==> config.mk <==
export PLATFORM = sky130hd
export DESIGN_NAME = forwarding_unit_gen
export DESIGN_NICKNAME = d
export VERILOG_FILES = /design/src/rtl/forwarding_unit_gen_pkg.sv /design/src/rtl/forwarding_unit_gen_fwd_history_buf.sv /design/src/rtl/forwarding_unit_gen.sv
export SDC_FILE = /design/constraint.sdc
export NUM_CORES = 1
export LEC_CHECK = 0
export ABC_AREA = 0
export CAP_MARGIN = 20
export CORE_AREA = 10 10 114 116
export DETAILED_ROUTE_END_ITERATION = 12
export DIE_AREA = 0 0 124 126
export GPL_TIMING_DRIVEN = 0
export MAX_ROUTING_LAYER = met4
export SLEW_MARGIN = 20
export SYNTH_ARGS = -nofsm -noshare
export SYNTH_HDL_FRONTEND = slang
export SYNTH_SLANG_ARGS = --single-unit
==> constraint.sdc <==
create_clock -name clk -period 2.85 [get_ports clk]
set_clock_uncertainty 0.1 [all_clocks]
set_input_delay 0.855 -clock clk [delete_from_list [all_inputs] [get_ports clk]]
set_output_delay 0.855 -clock clk [all_outputs]
set_load 0.03 [all_outputs]
==> src/rtl/forwarding_unit_gen_pkg.sv <==
// Shared constants for the EXE-stage forwarding/hazard unit: select codes
// and the load-use stall FSM state encoding.
package forwarding_unit_gen_pkg;

  localparam int REG_FILE_ADDR_LEN = 5;
  localparam int FORW_SEL_LEN      = 2;

  localparam logic [FORW_SEL_LEN-1:0] FWD_SEL_RF   = 2'd0;
  localparam logic [FORW_SEL_LEN-1:0] FWD_SEL_MEM  = 2'd1;
  localparam logic [FORW_SEL_LEN-1:0] FWD_SEL_WB   = 2'd2;
  localparam logic [FORW_SEL_LEN-1:0] FWD_SEL_HIST = 2'd3;

  typedef enum logic {
    ST_IDLE = 1'b0,
    ST_HOLD = 1'b1
  } hz_state_t;

endpackage

==> src/rtl/forwarding_unit_gen_fwd_history_buf.sv <==
// Retired-writeback history: entry k holds the WB write from k+1 cycles ago,
// with one newest-first lookup port per EXE operand.
module fwd_history_buf #(
  parameter int NUM_SRC    = 3,
  parameter int ADDR_W     = 5,
  parameter int DATA_W     = 32,
  parameter int HIST_DEPTH = 2
) (
  input  logic                      clk,
  input  logic                      rst,
  input  logic                      i_wr_en,
  input  logic [ADDR_W-1:0]         i_wr_addr,
  input  logic [DATA_W-1:0]         i_wr_data,
  input  logic [NUM_SRC*ADDR_W-1:0] i_rd_addr,
  output logic [NUM_SRC-1:0]        o_hit,
  output logic [NUM_SRC*DATA_W-1:0] o_data
);

  logic [HIST_DEPTH-1:0] r_vld;
  logic [ADDR_W-1:0]     r_addr [HIST_DEPTH];
  logic [DATA_W-1:0]     r_data [HIST_DEPTH];

  // An empty slot is pushed on idle cycles so entry age stays fixed.
  always_ff @(posedge clk) begin
    if (rst) begin
      r_vld <= '0;
      for (int k = 0; k < HIST_DEPTH; k++) begin
        r_addr[k] <= '0;
        r_data[k] <= '0;
      end
    end else begin
      r_vld[0]  <= i_wr_en && (i_wr_addr != '0);
      r_addr[0] <= i_wr_addr;
      r_data[0] <= i_wr_data;
      for (int k = 1; k < HIST_DEPTH; k++) begin
        r_vld[k]  <= r_vld[k-1];
        r_addr[k] <= r_addr[k-1];
        r_data[k] <= r_data[k-1];
      end
    end
  end

  // Scan oldest to newest so the newest matching entry is the last written.
  always_comb begin
    o_hit  = '0;
    o_data = '0;
    for (int i = 0; i < NUM_SRC; i++) begin
      for (int k = HIST_DEPTH - 1; k >= 0; k--) begin
        if (r_vld[k] && (r_addr[k] == i_rd_addr[i*ADDR_W +: ADDR_W]) &&
            (i_rd_addr[i*ADDR_W +: ADDR_W] != '0)) begin
          o_hit[i]                  = 1'b1;
          o_data[i*DATA_W +: DATA_W] = r_data[k];
        end
      end
    end
  end

endmodule

==> src/rtl/forwarding_unit_gen.sv <==
// EXE-stage forwarding select and load-use stall FSM. Forwarding and the
// history buffer exist only when FORWARDING_EN is defined; otherwise RAW stalls.
//
// state   | meaning
// IDLE    | no stall in progress; stall follows the combinational detect
// HOLD    | extra load-latency stall cycles, counted down in r_cnt
module forwarding_unit_gen
  import forwarding_unit_gen_pkg::*;
#(
  parameter int NUM_SRC    = 3,
  parameter int ADDR_W     = 5,
  parameter int DATA_W     = 32,
  parameter int HIST_DEPTH = 2,
  parameter int LOAD_LAT   = 1
) (
  input  logic                      clk,
  input  logic                      rst,
  input  logic [NUM_SRC*ADDR_W-1:0] src_EXE,
  input  logic [NUM_SRC*DATA_W-1:0] src_val_EXE,
  input  logic [ADDR_W-1:0]         dest_MEM,
  input  logic [ADDR_W-1:0]         dest_WB,
  input  logic                      WB_EN_MEM,
  input  logic                      WB_EN_WB,
  input  logic [DATA_W-1:0]         val_MEM,
  input  logic [DATA_W-1:0]         val_WB,
  input  logic [NUM_SRC*ADDR_W-1:0] src_ID,
  input  logic [NUM_SRC-1:0]        src_used_ID,
  input  logic [ADDR_W-1:0]         dest_EXE,
  input  logic                      WB_EN_EXE,
  input  logic                      MEM_R_EN_EXE,
  output logic [NUM_SRC*2-1:0]      fwd_sel,
  output logic [NUM_SRC*DATA_W-1:0] fwd_val,
  output logic                      hazard_stall
);

  localparam int CNT_W = $clog2(LOAD_LAT + 1);

  hz_state_t        r_state, w_state_nxt;
  logic [CNT_W-1:0] r_cnt, w_cnt_nxt;
  logic             w_load_use;
  logic             w_raw_hz;
  logic             w_stall;

  always_comb begin
    w_load_use = 1'b0;
    if (MEM_R_EN_EXE && WB_EN_EXE && (dest_EXE != '0)) begin
      for (int i = 0; i < NUM_SRC; i++) begin
        if (src_used_ID[i] && (src_ID[i*ADDR_W +: ADDR_W] == dest_EXE))
          w_load_use = 1'b1;
      end
    end
  end

`ifdef FORWARDING_EN
  logic [NUM_SRC-1:0]        w_hist_hit;
  logic [NUM_SRC*DATA_W-1:0] w_hist_data;

  fwd_history_buf #(
    .NUM_SRC    (NUM_SRC),
    .ADDR_W     (ADDR_W),
    .DATA_W     (DATA_W),
    .HIST_DEPTH (HIST_DEPTH)
  ) u_hist (
    .clk       (clk),
    .rst       (rst),
    .i_wr_en   (WB_EN_WB),
    .i_wr_addr (dest_WB),
    .i_wr_data (val_WB),
    .i_rd_addr (src_EXE),
    .o_hit     (w_hist_hit),
    .o_data    (w_hist_data)
  );

  always_comb begin
    fwd_sel = '0;
    fwd_val = src_val_EXE;
    for (int i = 0; i < NUM_SRC; i++) begin
      if (src_EXE[i*ADDR_W +: ADDR_W] != '0) begin
        if (WB_EN_MEM && (dest_MEM == src_EXE[i*ADDR_W +: ADDR_W])) begin
          fwd_sel[i*2 +: 2]          = FWD_SEL_MEM;
          fwd_val[i*DATA_W +: DATA_W] = val_MEM;
        end else if (WB_EN_WB && (dest_WB == src_EXE[i*ADDR_W +: ADDR_W])) begin
          fwd_sel[i*2 +: 2]          = FWD_SEL_WB;
          fwd_val[i*DATA_W +: DATA_W] = val_WB;
        end else if (w_hist_hit[i]) begin
          fwd_sel[i*2 +: 2]          = FWD_SEL_HIST;
          fwd_val[i*DATA_W +: DATA_W] = w_hist_data[i*DATA_W +: DATA_W];
        end
      end
    end
  end

  assign w_raw_hz = 1'b0;
`else
  logic w_unused;
  assign w_unused = ^{val_MEM, val_WB, src_EXE};

  assign fwd_sel = {NUM_SRC{FWD_SEL_RF}};
  assign fwd_val = src_val_EXE;

  // Without forwarding, any in-flight producer of a used ID source must stall.
  always_comb begin
    w_raw_hz = 1'b0;
    for (int i = 0; i < NUM_SRC; i++) begin
      if (src_used_ID[i] && (src_ID[i*ADDR_W +: ADDR_W] != '0)) begin
        if ((WB_EN_EXE && (dest_EXE == src_ID[i*ADDR_W +: ADDR_W])) ||
            (WB_EN_MEM && (dest_MEM == src_ID[i*ADDR_W +: ADDR_W])) ||
            (WB_EN_WB  && (dest_WB  == src_ID[i*ADDR_W +: ADDR_W])))
          w_raw_hz = 1'b1;
      end
    end
  end
`endif

  always_comb begin
    w_state_nxt = r_state;
    w_cnt_nxt   = r_cnt;
    w_stall     = 1'b0;
    case (r_state)
      ST_IDLE: begin
        w_stall = w_load_use || w_raw_hz;
        if (w_load_use && (LOAD_LAT > 1)) begin
          w_state_nxt = ST_HOLD;
          w_cnt_nxt   = CNT_W'(LOAD_LAT - 1);
        end
      end
      ST_HOLD: begin
        w_stall   = 1'b1;
        w_cnt_nxt = r_cnt - 1'b1;
        if (r_cnt == CNT_W'(1))
          w_state_nxt = ST_IDLE;
      end
      default: begin
        w_state_nxt = ST_IDLE;
        w_cnt_nxt   = '0;
      end
    endcase
  end

  always_ff @(posedge clk) begin
    if (rst) begin
      r_state <= ST_IDLE;
      r_cnt   <= '0;
    end else begin
      r_state <= w_state_nxt;
      r_cnt   <= w_cnt_nxt;
    end
  end

  assign hazard_stall = rst ? 1'b0 : w_stall;

endmodule

Yosys cells after proc, flatten, opt, wreduce, memory -nomap -nowiden
Cells that the tools add are included.
{"block": "classes", "add_sub_neg": 1, "n_eq_ne": 12, "n_mux": 13, "bitwise": 1, "n_reduce_logical": 29}
{"operator": "== test 5 bit", "n": 12}
{"operator": "nonzero test 5 bit", "n": 4}
{"operator": "logical AND 1 bit", "n": 17}
{"operator": "2-to-1 mux 1 bit", "n": 12}
{"operator": "logical OR 1 bit", "n": 7}
{"operator": "one-hot mux 1 bit (2 select lines)", "n": 1}
{"operator": "OR reduction 2 bit", "n": 1}
{"operator": "inverter 1 bit", "n": 1}
{"operator": "subtractor 1 bit, second input constant", "n": 1}
{"block": "word_totals", "register_bits": 2, "in_bits": 214, "out_inout_bits": 103, "word_cells": 58}

Longest topological paths before layout
{"block": "logic_depth", "ltp_word": 13, "depth_mapped": 5}

Worst setup path after synthesis
OpenSTA, ideal clock, no wires.
{"block": "synth_path", "kind": "in2out", "startpoint": "in src_ID[1]", "endpoint": "out hazard_stall", "arrival_time_ns": 1.961, "required_ns": 1.895, "slack_ns": -0.066, "stages": 4, "n_path_buf": 0, "cell_sequence": "or4_1 > nor2_1 > nor3b_1 > a221o_1"}
{"block": "synth_via", "elab_chain_cells": 13, "word_cells_on_any_way": 25, "classes_between": "eq/ne: 4; mux: 12; reduce/logical: 9"}
{"element": "start, declared", "line": "forwarding_unit_gen.sv:26", "text": "input logic [NUM_SRC*ADDR_W-1:0] src_ID,"}
{"element": "== test 5 bit (on tied branches)", "line": "forwarding_unit_gen.sv:48, forwarding_unit_gen.sv:106, forwarding_unit_gen.sv:107"}
{"element": "logical AND 1 bit (on tied branches)", "line": "forwarding_unit_gen.sv:106, forwarding_unit_gen.sv:107"}
{"element": "logical OR 1 bit", "line": "forwarding_unit_gen.sv:106", "text": "if ((WB_EN_EXE && (dest_EXE == src_ID[i*ADDR_W +: ADDR_W])) ||"}
{"element": "logical OR 1 bit", "line": "forwarding_unit_gen.sv:107", "text": "(WB_EN_MEM && (dest_MEM == src_ID[i*ADDR_W +: ADDR_W])) ||"}
{"element": "2-to-1 mux 1 bit", "line": "forwarding_unit_gen.sv:106"}
{"element": "2-to-1 mux 1 bit", "line": "forwarding_unit_gen.sv:105", "text": "if (src_used_ID[i] && (src_ID[i*ADDR_W +: ADDR_W] != '0)) begin"}
{"element": "2-to-1 mux 1 bit", "line": "forwarding_unit_gen.sv:106"}
{"element": "2-to-1 mux 1 bit", "line": "forwarding_unit_gen.sv:105"}
{"element": "2-to-1 mux 1 bit", "line": "forwarding_unit_gen.sv:106"}
{"element": "2-to-1 mux 1 bit", "line": "forwarding_unit_gen.sv:105"}
{"element": "logical OR 1 bit (*)", "line": "forwarding_unit_gen.sv:121", "text": "w_stall = w_load_use || w_raw_hz;"}
{"element": "one-hot mux 1 bit (2 select lines) (*)", "line": "forwarding_unit_gen.sv:119", "text": "case (r_state)"}
{"element": "2-to-1 mux 1 bit (*)", "line": "forwarding_unit_gen.sv:150", "text": "assign hazard_stall = rst ? 1'b0 : w_stall;"}
{"element": "end, declared", "line": "forwarding_unit_gen.sv:33", "text": "output logic hazard_stall"}
Mark *: on every way between the ends. The rest lies on a longest branch, timed or not.

Worst setup path after layout
{"block": "layout_path", "startpoint": "in src_ID[4]", "endpoint": "out hazard_stall"}
Same word-level chain as after synthesis.

==> results.md <==
* Synth Cell Area at 0.00141 sq mm
* Largest fanout on the critical path at 4
* Combinational Power Share at 0.800
* Number of buffers on the longest clock path at 2
* Worst hold slack at 345 ps
* Remaining number of nets flagged by the antenna check after routing at 0
* Number of global-route vias before repair at about 1900
* Number of synthesized flops with an enable pin at 0
* Share of cells above drive strength 1 at 0.430
* Worst slack at placement at -1320 ps
* Synth Instances at between 150 and 200
* Maximum number of pins on one net before global-route repair at 6
* Layout overhead on the synthesized area at 116%
* Wire length of the first global-routing pass at 10200 um
* Total of buffers placed on input and output ports at 134
* Number of sinks driven by the clock tree at 2
* Nature of the critical path startpoint: primary input
* Half-perimeter wire length after detailed placement at 6890 um
* Endpoints failing hold at 0
* Drt initial violations at 76
* Standard cell core area at ~0.011 sq mm
* Arrival time worst endpoint at 2140 ps
* Fraction of power spent switching nets at 0.423
* Final setup violating endpoints at 1
* Clk pwr share at 0.159
* CTS clk-pin slew, worst paths at 30 ps
* CTS tree: yes
* Sequential fraction of design power at 0.041
* Routed wirelength normalized by instance count at 15.7 um
* Worst-case setup margin in the final layout at -248 ps
* Met1 global-route usage at 0.0855
* CP Data Required Time at 1900 ps
* Die outline width at 124 um
* CTS buffer count at 3
* CP Capture Type: output port
* Unrepaired setup endpoints after global routing: yes
* Ratio of final minimum period to clock period at 1.09
* Dominant synthesized flop cell: sky130_fd_sc_hd__dfxtp_1
* Clock latency of the later-clocked register in the worst-skew pair at 210 ps
* Initial core utilization at 0.132
* Most used routing layer: met2
* Nets at between 500 and 600
* Met3 layer usage reported by global route at 0.0362
* Number of antenna violations at the first check in global routing at 1
* Global-route usage over all layers at 0.0865
* Root Buffer Master: sky130_fd_sc_hd__clkbuf_8
* Min cycle time layout at 3100 ps
* Via density per instance at 3.45
* Vert. Die Dim at 126 um
* Filler Cells Inserted at 1118
* Sequential fraction of the synthesis area at 0.0284
* Mean cell area of the mapped netlist at 7.62 sq um
* Flops & latches, synth at 2
* Cts hold-fix bufs at 0
* H-tree depth reported by CTS at 1
* Final wirelength at 7410 um
* Status: finished, violations left
* Routability Congestion at 0.805
* Internal power consumption at roughly 400 uW
* Asr flop ratio synth at 0
* Detailed-router iteration count before antenna repair at 4
* Max-slew violation count at 0
* Total DRC errors in the routed layout at 0
* Maximum frequency from static timing analysis at 0.323 GHz
* Row cnt at 38
* Yosys warns at 0
* Met2 track demand over resource at 0.153
* Power density cells at 229 mW/mm^2
* Classification of the worst-slack hold path: register to register
* Reported net switching power at 294 uW
* Die area at 0.0156 sq mm
* Top Ports at between 300 and 400
* Lkg Pwr at 0.00136 uW
* Critical Setup Path Class: primary input to output port
* Max capacitance violation total at 0
* Peak supply drop at around 0.067 mV
* Overflow after GRT at 0
* Total number of vias at roughly 1600
* Violations in the final reports: negative setup slack
* Setup total negative slack at -248 ps
* Synth unique cells at 16
## final cells by class
class                   count  area [sq um]  share of cell area
repair buffers            137          1350               0.444
multi-input cells          86           666               0.219
well taps                 140           175              0.0576
diodes                      1          2.50            0.000823
flip-flops and latches      2          40.0              0.0132
plain buffers             102           766               0.252
clock buffers               3          41.3              0.0136
## worst max-delay path, stage by stage
cell,delay [ps]
sky130_fd_sc_hd__buf_8,110
sky130_fd_sc_hd__or4_1,510
sky130_fd_sc_hd__nor2_1,120
sky130_fd_sc_hd__nor3b_1,60
sky130_fd_sc_hd__a221o_2,360
sky130_fd_sc_hd__buf_6,140
## flip-flops by register name, summed over array words and instances, names as in the netlist
| register | cells |
|---|---|
| r_state | 1 |
| r_cnt | 1 |
## layout by cell type, fill, tap and decap left out, types with 2 or more instances in the layout
cell type and instances:
sky130_fd_sc_hd__nand3_1 10, sky130_fd_sc_hd__nor2_1 4, sky130_fd_sc_hd__nor3b_1 3, sky130_fd_sc_hd__or4_1 2
sky130_fd_sc_hd__buf_2 6, sky130_fd_sc_hd__clkdlybuf4s50_1 102, sky130_fd_sc_hd__xor2_1 33, sky130_fd_sc_hd__nor4_1 7
sky130_fd_sc_hd__conb_1 6, sky130_fd_sc_hd__nor4_2 2, sky130_fd_sc_hd__dlygate4sd2_1 3, sky130_fd_sc_hd__clkbuf_8 3
sky130_fd_sc_hd__xnor2_1 10, sky130_fd_sc_hd__clkdlybuf4s15_1 2, sky130_fd_sc_hd__buf_4 111, sky130_fd_sc_hd__dfxtp_1 2
sky130_fd_sc_hd__buf_6 10, sky130_fd_sc_hd__buf_8 4, sky130_fd_sc_hd__xor2_2 3
## power groups by stage
stage	clock [uW]	combinational, uW	sequential (uW)
2_1_floorplan	0	323	28.6
6_report	111	557	28.2
3_3_place_gp	0	551	28.6
3_5_place_dp	0	555	28.6
5_1_grt	121	588	28.2
4_1_cts	115	555	28.2
## metrics by stage
step | area (sq um) | cells | total power, uW | util
3_5_place_dp | 2950 | 464 | 583 | 0.275
2_1_floorplan | 1430 | 190 | 352 | -
5_1_grt | 3040 | 471 | 737 | 0.284
4_1_cts | 2990 | 468 | 698 | 0.279
6_report | 3040 | 471 | 696 | 0.284
3_3_place_gp | 2950 | 464 | 579 | 0.275
## routing by layer
metal,part of all wire,routed length (um)
met1,0.32,2390
met2,0.50,3720
met3,0.16,1220
met4,0.010,76
met5,0,0
## Yosys cell counts (2+ instances only)
cell type,number,share of area
sky130_fd_sc_hd__buf_4,102,0.54
sky130_fd_sc_hd__or4_1,2,0.011
sky130_fd_sc_hd__nand3_1,10,0.035
sky130_fd_sc_hd__nor4_1,9,0.040
sky130_fd_sc_hd__xor2_1,36,0.22
sky130_fd_sc_hd__nor3b_1,3,0.016
sky130_fd_sc_hd__nor2_1,4,0.011
sky130_fd_sc_hd__xnor2_1,10,0.062
sky130_fd_sc_hd__dfxtp_1,2,0.028
## worst paths after layout
check | startpoint | to | slack, ps | cells after the start
worst max-delay path | src_ID[4] | hazard_stall | -250 | 6
worst min-delay path | r_cnt$_SDFFE_PP0P_ | r_state$_SDFF_PP0_ | 340 | 1
worst max register to register | r_state$_SDFF_PP0_ | r_cnt$_SDFFE_PP0P_ | 2060 | 2
worst min register to register | r_cnt$_SDFFE_PP0P_ | r_state$_SDFF_PP0_ | 340 | 1
## logic make-up after synthesis
logic type,after synthesis,share of synthesized area
AO/OA/AOI/OAI,4,0.0213
XOR/XNOR,46,0.286
buffers and inverters,102,0.543
flip-flops,2,0.0284
other,1,0.00266
AND/OR/NAND/NOR,30,0.119
## timing repair
| item | in CTS | in global routing |
|---|---|---|
| setup endpoints to repair | 1 | 1 |
| gates cloned | 0 | 0 |
| pin swaps | 20 | 12 |
| setup buffers | 1 | 2 |
| gates resized for setup | 145 | 16 |
No activity file was read; power rests on OpenSTA's default activity.
